==> src/rtl/freelist_m_pkg.sv <==
// Shared rename-stage definitions: register-file sizing, tag/pointer types and
// the free-list packet and state structures.
package freelist_m_pkg;

  localparam int NUM_PR   = 64;
  localparam int NUM_ARCH = 32;
  localparam int NUM_FL   = NUM_PR - NUM_ARCH;
  localparam int PRW      = $clog2(NUM_PR);
  localparam int PTRW     = (NUM_FL > 1) ? $clog2(NUM_FL) : 1;
  localparam int CNTW     = $clog2(NUM_FL + 1);

  typedef logic [PRW-1:0]  pr_tag_t;
  typedef logic [PTRW-1:0] fl_ptr_t;
  typedef logic [CNTW-1:0] fl_cnt_t;

  typedef struct packed {
    logic    dispatch;
    logic    retire;
    pr_tag_t T_old_in;
  } FREELIST_PACKET_IN_t;

  typedef struct packed {
    pr_tag_t T_out;
    logic    T_valid;
    logic    struct_hazard;
    fl_cnt_t free_count;
  } FREELIST_PACKET_OUT_t;

  typedef struct packed {
    fl_ptr_t                head;
    fl_ptr_t                tail;
    fl_cnt_t                count;
    pr_tag_t [NUM_FL-1:0]   entry;
  } FREELIST_t;

  // Power-up image: every non-architectural PR is free, in ascending order.
  function automatic FREELIST_t freelist_init();
    FREELIST_t s;
    s.head  = '0;
    s.tail  = '0;
    s.count = fl_cnt_t'(NUM_FL);
    for (int i = 0; i < NUM_FL; i++) s.entry[i] = pr_tag_t'(NUM_ARCH + i);
    return s;
  endfunction

endpackage

==> src/rtl/freelist_m.sv <==
// Free list of physical register tags: pops a new destination tag at dispatch,
// reclaims T_old at retire. Circular FIFO with explicit (non power-of-2) wrap.
module freelist_m
  import freelist_m_pkg::*;
(
  input  logic    clock,
  input  logic    reset,
  input  logic    en,
  input  logic    dispatch,
  input  logic    retire,
  input  pr_tag_t T_old_in,
  output pr_tag_t T_out,
  output logic    T_valid,
  output logic    struct_hazard,
  output fl_cnt_t free_count,
  output logic    overflow_err
);

  FREELIST_t            fl, fl_next;
  FREELIST_PACKET_IN_t  pkt_in;
  FREELIST_PACKET_OUT_t pkt_out;
  logic                 err, err_next;
  logic                 empty, full, pop, push;

  function automatic fl_ptr_t ptr_inc(input fl_ptr_t p);
    return (p == fl_ptr_t'(NUM_FL - 1)) ? '0 : p + fl_ptr_t'(1);
  endfunction

  assign pkt_in = '{dispatch: dispatch, retire: retire, T_old_in: T_old_in};

  assign empty = (fl.count == '0);
  assign full  = (fl.count == fl_cnt_t'(NUM_FL));
  // No bypass: an empty list refuses the pop even when a push lands this cycle.
  assign pop   = en & pkt_in.dispatch & ~empty;
  assign push  = en & pkt_in.retire & ~full;

  always_comb begin
    // NOTE: every combinational output gets a default first so no path leaves it unassigned (no latch).
    fl_next  = fl;
    err_next = err | (en & pkt_in.retire & full);
    if (push) begin
      fl_next.entry[fl.tail] = pkt_in.T_old_in;
      fl_next.tail           = ptr_inc(fl.tail);
    end
    if (pop) fl_next.head = ptr_inc(fl.head);
    case ({push, pop})
      2'b10:   fl_next.count = fl.count + fl_cnt_t'(1);
      2'b01:   fl_next.count = fl.count - fl_cnt_t'(1);
      default: fl_next.count = fl.count;
    endcase
  end

  // NOTE: non-blocking assignments here so all state samples pre-edge values together.
  always_ff @(posedge clock) begin
    if (reset) begin
      // NOTE: the tag storage is reset too, because reset must restore the full initial list.
      fl  <= freelist_init();
      err <= 1'b0;
    end else begin
      fl  <= fl_next;
      err <= err_next;
    end
  end

  assign pkt_out = '{T_out:         fl.entry[fl.head],
                     T_valid:       ~empty,
                     struct_hazard: empty,
                     free_count:    fl.count};

  assign T_out         = pkt_out.T_out;
  assign T_valid       = pkt_out.T_valid;
  assign struct_hazard = pkt_out.struct_hazard;
  assign free_count    = pkt_out.free_count;
  assign overflow_err  = err;

endmodule

==> config.mk <==
export PLATFORM = sky130hd
export DESIGN_NAME = freelist_m
export DESIGN_NICKNAME = d
export VERILOG_FILES = /design/src/rtl/freelist_m_pkg.sv /design/src/rtl/freelist_m.sv
export SDC_FILE = /design/constraint.sdc
export NUM_CORES = 1
export LEC_CHECK = 0
export ABC_AREA = 1
export BUFFER_PORTS_ARGS = -buffer_cell sky130_fd_sc_hd__buf_4
export CELL_PAD_IN_SITES_DETAIL_PLACEMENT = 1
export CELL_PAD_IN_SITES_GLOBAL_PLACEMENT = 2
export CORE_ASPECT_RATIO = 0.5
export CORE_MARGIN = 1
export CORE_UTILIZATION = 39
export CTS_CLUSTER_DIAMETER = 50
export CTS_CLUSTER_SIZE = 16
export DETAILED_ROUTE_END_ITERATION = 7
export HOLD_SLACK_MARGIN = 0.05
export PLACE_DENSITY_LB_ADDON = 0.15
export SLEW_MARGIN = 20
export SYNTH_ARGS = -nofsm -noshare
export SYNTH_HDL_FRONTEND = slang
export SYNTH_SLANG_ARGS = --single-unit
==> constraint.sdc <==
create_clock -name clock -period 4.3 [get_ports clock]
set_input_delay 0.645 -clock clock [delete_from_list [all_inputs] [get_ports clock]]
set_output_delay 0.645 -clock clock [all_outputs]
set_load 0.01 [all_outputs]
======== Word-level counts from Yosys, hierarchy flattened ========
Cells that the tools add are included.
cells by class
  add/subtract/negate cells ............... 4
  $lt $le $gt $ge ......................... 3
  eq/ne operators ......................... 5
  muxes and demuxes ....................... 8
  bitwise operators ....................... 8
  reduce and logical (&&, ||, !) cells .... 3
operator list
  kind                                                                count
  bitwise mux 192 bit                                                 1
  binary-select mux 6 bit (select 5 bit)                              1
  demux 6 bit (select 5 bit)                                          1
  less-than comparator 5 x 6 -> 1 bit (second input constant)         2
  two-way mux 6 bit                                                   2
  case mux 6 bit (2 select lines)                                     1
  adder 5 x 1 -> 5 bit (second input constant)                        2
  == test 5 bit (second input constant)                               2
  two-way mux 5 bit                                                   2
  adder 6 x 1 -> 6 bit (second input constant)                        1
  == test 6 bit (second input constant)                               1
  zero test 6 bit                                                     1
  subtractor 6 x 1 -> 6 bit (second input constant)                   1
  bitwise AND 1 bit                                                   5
  greater-or-equal comparator 5 x 1 -> 1 bit (second input constant)  1
  == test 2 x 1 -> 1 bit (second input constant)                      1
  == test 2 bit (second input constant)                               1
  inverter 1 bit                                                      2
  nonzero test 2 bit                                                  1
  logical AND 1 bit                                                   1
  bitwise OR 1 bit                                                    1
word-level totals
  register bits after elaboration ......... 209
  output and inout bits ................... 15

======== Longest topological paths before layout ========
Gate-level depths: netlist of run 1.
  depth in word-level cells ............... 5
  depth in mapped cells ................... 13
  gate-level depth less buffers ........... 13

======== Worst setup path after synthesis of run 1 ========
OpenSTA, ideal clock, no wires.
  kind .................................... input to register
  from .................................... input en
  to ...................................... register fl (netlist bit free_count[4])
  data arrival time ....................... 2.222 ns
  slack ................................... 1.963 ns
  cell stages on the path ................. 11
  buffers on the path ..................... 1
  path through ............................ nand2_1 > inv_2 > buf_2 > nand2_2 > ha_1 > inv_1 > fa_1 > o21ai_0 > nor2_1 > o21ai_0 > inv_1
on the way
  longest elaborated chain between the ends .. 4
  elaborated cells on any way between the ends .. 8
RTL lines
  what                                                                          line                                RTL
  start: declaration                                                            freelist_m.sv:8                     input logic en,
  bitwise AND 1 bit (on tied branches) (2 in a row)                             freelist_m.sv:34, freelist_m.sv:35
  == test 2 x 1 -> 1 bit / == test 2 bit (equally long branches)                freelist_m.sv:46                    case ({push, pop})
  case mux 6 bit (2 select lines) / nonzero test 2 bit (equally long branches)  -
  end signal: assignment                                                        freelist_m.sv:57                    fl <= freelist_init();
  end signal: assignment                                                        freelist_m.sv:60                    fl <= fl_next;
  end: declaration                                                              freelist_m.sv:19                    FREELIST_t fl, fl_next;
Several ways; a longest one is shown, not always the timed one.
A chain may end at the register's enable or synchronous reset.

======== Worst setup path after layout of run 1 ========
  from .................................... register fl[203] (netlist bit)
  to ...................................... output T_out[5]
on the way
  longest elaborated chain between the ends .. 2
RTL lines
  what                                     line              RTL
  binary-select mux 6 bit (select 5 bit)   freelist_m.sv:65  assign pkt_out = '{T_out: fl.entry[fl.head],
  two-way mux 6 bit (not written as such)  freelist_m.sv:65
  end: declaration                         freelist_m.sv:12  output pr_tag_t T_out,
Every way passes these cells. The select of a mux whose other input is x is not followed.

==> impl_metrics.toml, run 1 <==
[timing]
setup_viol = 0
period_needed_ns = 3.53
finalMaxSlewViolations = 0
worst_pin_slew_ns = 1.09
whs_ns = 0.463
fmax_mhz = 283
setup_tns_ns = 0
rsz0062_at_grt = "false"
slew_headroom_pct = 26.9
hold_viol_final = 0
fin_skew_ns = 0.0171
fin_ws_ns = 0.772
fin_crit_sh_pct = 82.1

[cts]
cts-buffers-inserted = 20
cts_hold_buf = 0
cts_tree = "done"
cts.sinks = 209
post_cts.repair.setup_buffers = 0
clk_path_buf_depth = 3
ctsResizeCount = 0
cts.clk_slew.worst_paths_ns = 0.08
cts-root-buf = "clkbuf_16"
cts_max_level = 1
clock_latency_ns = 0.52

[synth]
syn_area_sq_um = 10100
yosysUniqueCellTypes = 25
synth_nets = 1449
synth.avg_cell_area_sq_um = 7.08
ys_seq_area_share_pct = 41.5
syn_inst = 1425
ys_ff_latch = 209
yosysWarnings = 0

[power]
p_leak_nw = 4.75
irDropWorstVdd_v = 0.000333
powerDensity_nw_per_um2 = 429

[critical_path]
path_max_fanout = 74
critical_path_required_ns = 3.65
rr_worst_depth = 11
crit_start = "fl[203]"
endpoint_kind = "primary output"
worstPathArrival_ns = 2.88
path_class = "register to primary output"
cp-start-kind = "register"
reg2reg_slack_ns = 1.68
timing.rr.start = "free_count[0]"

[placed_design]
gp_congestion = 0.805
hpwlAfterDp_um = 21900
numPortBuffers = 25
place_ws_ns = 1.36

[finish]
final_cell_mix = "473 x nand2_1, 207 x dfxtp_1, 147 x nand3_1"
multiInputGateArea_sq_um = 5190
num_antenna_cells = 0
drive_gt1_share_pct = 7.26
nets = 1391
ff_latch_area_sq_um = 4190
syn_to_final_growth_pct = 8.55
nFillCells = 3209
layout_commonest_cell = "nand2_1"

[route]
drc = 0
avgRoutedWirePerCell_um = 20.3
drt_iter0_drc = 638
ant_nets = 0
drt_first_pass_iters = 5
drt_wl_total_um = 35000
via_count = 9830
vias_per_cell = 5.71

[min_path]
hold_depth = 2
hp-class = "register to register"
hold_start = "fl[36]"

[global_route]
first_global_vias = 9400
grt-ovfl-total = 0
grt_max_degree = 115
grt_usage_pct = 26.4
antenna_found_initial = 0
grt_pass1_wl_um = 54500

[die]
ioPinCount = 26
num_rows = 41
die_y_um = 116
dieArea_sq_um = 26500
die_x_um = 229
core_area_sq_um = 25300
initial_utilization_pct = 39.9

[flow_run]
maxCapViolCount = 0

[status]
outcome = "finished, final reports clean"
[logic make-up (layout without fill, tap and decap cells)]
group           after synthesis  in the layout  synth area share, %
compound gates              227            227                 14.0
xor+xnor                      5              5                0.434
fa+ha+maj                    13             13                 1.69
buf+inv                     165            118                 7.01
flops                       209            209                 41.5
simple gates                806            806                 35.3
[critical path, stage by stage (launching register included)]
cell	delay, ns
dfxtp_4	0.56
buf_4	0.75
nand2_1	0.12
nand3_1	0.15
nand3_1	0.08
nand2_1	0.12
nor2_1	0.10
nand2_1	0.07
nand2_1	0.13
inv_1	0.08
buf_4	0.11
[power by group]
part	total (W)	internal [W]	switching (W)
sequential	0.00201	0.00197	0.0000402
clock	0.00182	0.000965	0.000852
combinational	0.000875	0.000218	0.000658
total	0.00470	0.00315	0.00155
[metrics by stage]
step | area [sq um] | total power (W) | utilization [%] | cells
finish | 10900 | 0.00470 | 43.3 | 1722
global route | 10900 | 0.00490 | 43.3 | 1722
floorplan | 10100 | 0.00265 | - | 1425
global placement | 10300 | 0.00291 | 40.7 | 1689
CTS | 10900 | 0.00473 | 43.3 | 1722
detailed placement | 10300 | 0.00292 | 40.7 | 1689
[layer usage]
metal	global-route usage, %	share of wire (%)
met3	4.55	4.8
met5	0	0
met2	41.6	43
met1	38.3	51
met4	4.27	1.2
[path summary, 6_finish.rpt]
check                                endpoint
worst max register to register  free_count[4]
worst max-delay path                 T_out[5]
worst min-delay path                   fl[36]
worst min register to register         fl[36]
[synth_stat cells, drive strengths merged]
cell    instances  area, sq um
nor3b           1         7.51
o21ai          12         60.1
ha             12          150
nand3         168          946
a21oi         103          515
clkbuf         64          240
xnor2           2         17.5
fa              1         20.0
xor2            3         26.3
nor3            2         10.0
nand4          83          519
nand2         474         1780
clkinv          1         3.75
inv            47          176
buf            53          287
nor2           78          300
dfxtp         209         4180
o211ai        112          841
[state kept, by name, indices dropped and copies added (netlist names)]
| signal | cells |
|---|---|
| overflow_err | 1 |
| free_count | 6 |
| fl | 202 |
[area by class of cell]
class,count,share of cell area (%)
inverter,48,1.68
clock inverter,8,0.686
sequential,209,38.3
clock buffer,25,5.22
tap,344,3.93
timing repair buffer,37,2.77
multi-input combinational,1051,47.5
Note: power is estimated with default switching activity, not from simulation.
==> inputs of run 2 (changes only) <==
CORE_UTILIZATION = 36   (was 39)
clock period = 3.4 ns   (was 4.3 ns; I/O delays follow)
==> impl_metrics.toml, run 2 (synthesis results as in run 1) <==
[cts]
ctsResizeCount = 0
cts_tree = "done"
cts_hold_buf = 0
cts-root-buf = "clkbuf_16"
cts.clk_slew.worst_paths_ns = 0.08
clock_latency_ns = 0.53
post_cts.repair.setup_buffers = 0
clk_path_buf_depth = 3
cts-buffers-inserted = 20
cts.sinks = 209
cts_max_level = 1

[timing]
fin_skew_ns = 0.0307
finalMaxSlewViolations = 0
fin_crit_sh_pct = 93.0
fin_ws_ns = 0.237
worst_pin_slew_ns = 1.09
period_needed_ns = 3.16
setup_tns_ns = 0
hold_viol_final = 0
fmax_mhz = 316
rsz0062_at_grt = "false"
setup_viol = 0
slew_headroom_pct = 26.8

[route]
drt_wl_total_um = 35600
drc = 0
drt_first_pass_iters = 5
vias_per_cell = 5.55
drt_iter0_drc = 677
ant_nets = 0
via_count = 9753
avgRoutedWirePerCell_um = 20.2

[global_route]
antenna_found_initial = 0
busiest_layer = "met2"
grtUsageMet1_pct = 36.9
grt-ovfl-total = 0
grt_util_met2_pct = 38.4
grt_max_degree = 115
grt_usage_pct = 25.1
grt_pass1_wl_um = 55800
first_global_vias = 9561
grt_use_met3_pct = 3.95

[critical_path]
worst_path_most_repeated_cell = "nand2_1"
worstPathArrival_ns = 2.65
slowest_delay_ns = 0.85
path_buf_inv = 3
critPathTopFamily = "simple AND/OR/NAND/NOR gates"
path_class = "register to primary output"
slowest_stage = "nor2_1"
cp-start-kind = "register"
critical_path_required_ns = 2.89
path_max_fanout = 16
cp_cell_sequence = "buf_4 > nor2_1 > nand3_1 > nand2_1 > nor2_1 > nand2_1 > nand2_1 > inv_1 > buf_4"
endpoint_kind = "primary output"

[finish]
largest_reg_flops = 202
layout_commonest_cell = "nand2_1"
num_antenna_cells = 0
syn_to_final_growth_pct = 10.0
nFillCells = 3370
regMostFlops = "fl"
drive_gt1_share_pct = 7.45
final_cell_mix = "473 x nand2_1, 207 x dfxtp_1, 147 x nand3_1"
nets = 1394
ff_latch_area_sq_um = 4190
multiInputGateArea_sq_um = 5190

[die]
die_x_um = 239
initial_utilization_pct = 37.4
dieArea_sq_um = 28700
die_y_um = 120
ioPinCount = 26
core_area_sq_um = 27000
num_rows = 42

[power]
irDropWorstVdd_v = 0.000382
p_leak_nw = 4.80
powerDensity_nw_per_um2 = 557
p_total_w = 0.00618

[flow_run]
maxCapViolCount = 0

[min_path]
hp-class = "primary input to register"

[placed_design]
gp_congestion = 0.862
place_ws_ns = 0.838
hpwlAfterDp_um = 21800
numPortBuffers = 25

[status]
outcome = "finished, final reports clean"
==> run 2: cell types whose count changed in the layout (fill, tap and decap cells not counted) <==
| cell | previous run | this run |
|---|---|---|
| clkinvlp_4 | 0 | 2 |
| clkinv_8 | 1 | 0 |
| inv_4 | 1 | 0 |
| clkinv_4 | 2 | 1 |
| buf_12 | 2 | 5 |
| inv_8 | 2 | 1 |
| clkinv_2 | 3 | 4 |
| bufinv_16 | 0 | 4 |
| inv_6 | 1 | 0 |
| clkbuf_1 | 2 | 4 |
| clkinv_1 | 3 | 2 |
| clkbuf_8 | 1 | 0 |
| clkbuf_16 | 22 | 21 |
==> run 2: cell type report <==
cell class                      count  area share [%]
Inverter                           48            1.66
Multi-Input combinational cell   1051            46.8
Timing Repair Buffer               40            3.27
Clock inverter                      9            1.44
Sequential cell                   209            37.7
Clock buffer                       25            4.87
Tap cell                          374            4.22
==> run 2: tightest hold or removal path, stage by stage <==
cell,delay (ns)
buf_4,0.08
nand2_1,0.07
nor2_1,0.11
nor2_1,0.05
nor2_1,0.07
==> run 2: final timing paths <==
check | startpoint | to | slack, ns | cells past startpoint
setup / recovery | fl[205] | T_out[3] | 0.24 | 9
hold / removal | retire | overflow_err | 0.40 | 5
setup reg to reg | free_count[2] | free_count[4] | 0.83 | 10
hold reg to reg | fl[25] | fl[25] | 0.46 | 2
==> run 2: through the flow <==
step                hold slack, ns  util, %  std cells  cell area [sq um]
finish                       0.395     41.2       1756              11100
global route                 0.404     41.2       1756              11100
CTS                          0.372     41.2       1756              11100
detailed placement           0.454     38.6       1722              10400
global placement             0.447     38.6       1722              10400
floorplan                    0.440        -       1425              10100
==> run 2: metal layers <==
layer / share of wire (%) / vias up
li1: - / 4750
met2: 43 / 202
met4: 1.7 / 0
met1: 50 / 4766
met3: 5.2 / 35
met5: 0 / -
==> run 2: power by group <==
| group | leakage [nW] | switching (W) | total (W) | internal [W] |
|---|---|---|---|---|
| sequential | 1.69 | 0.0000523 | 0.00254 | 0.00249 |
| clock | 0.334 | 0.00106 | 0.00250 | 0.00144 |
| combinational | 2.77 | 0.000852 | 0.00113 | 0.000282 |
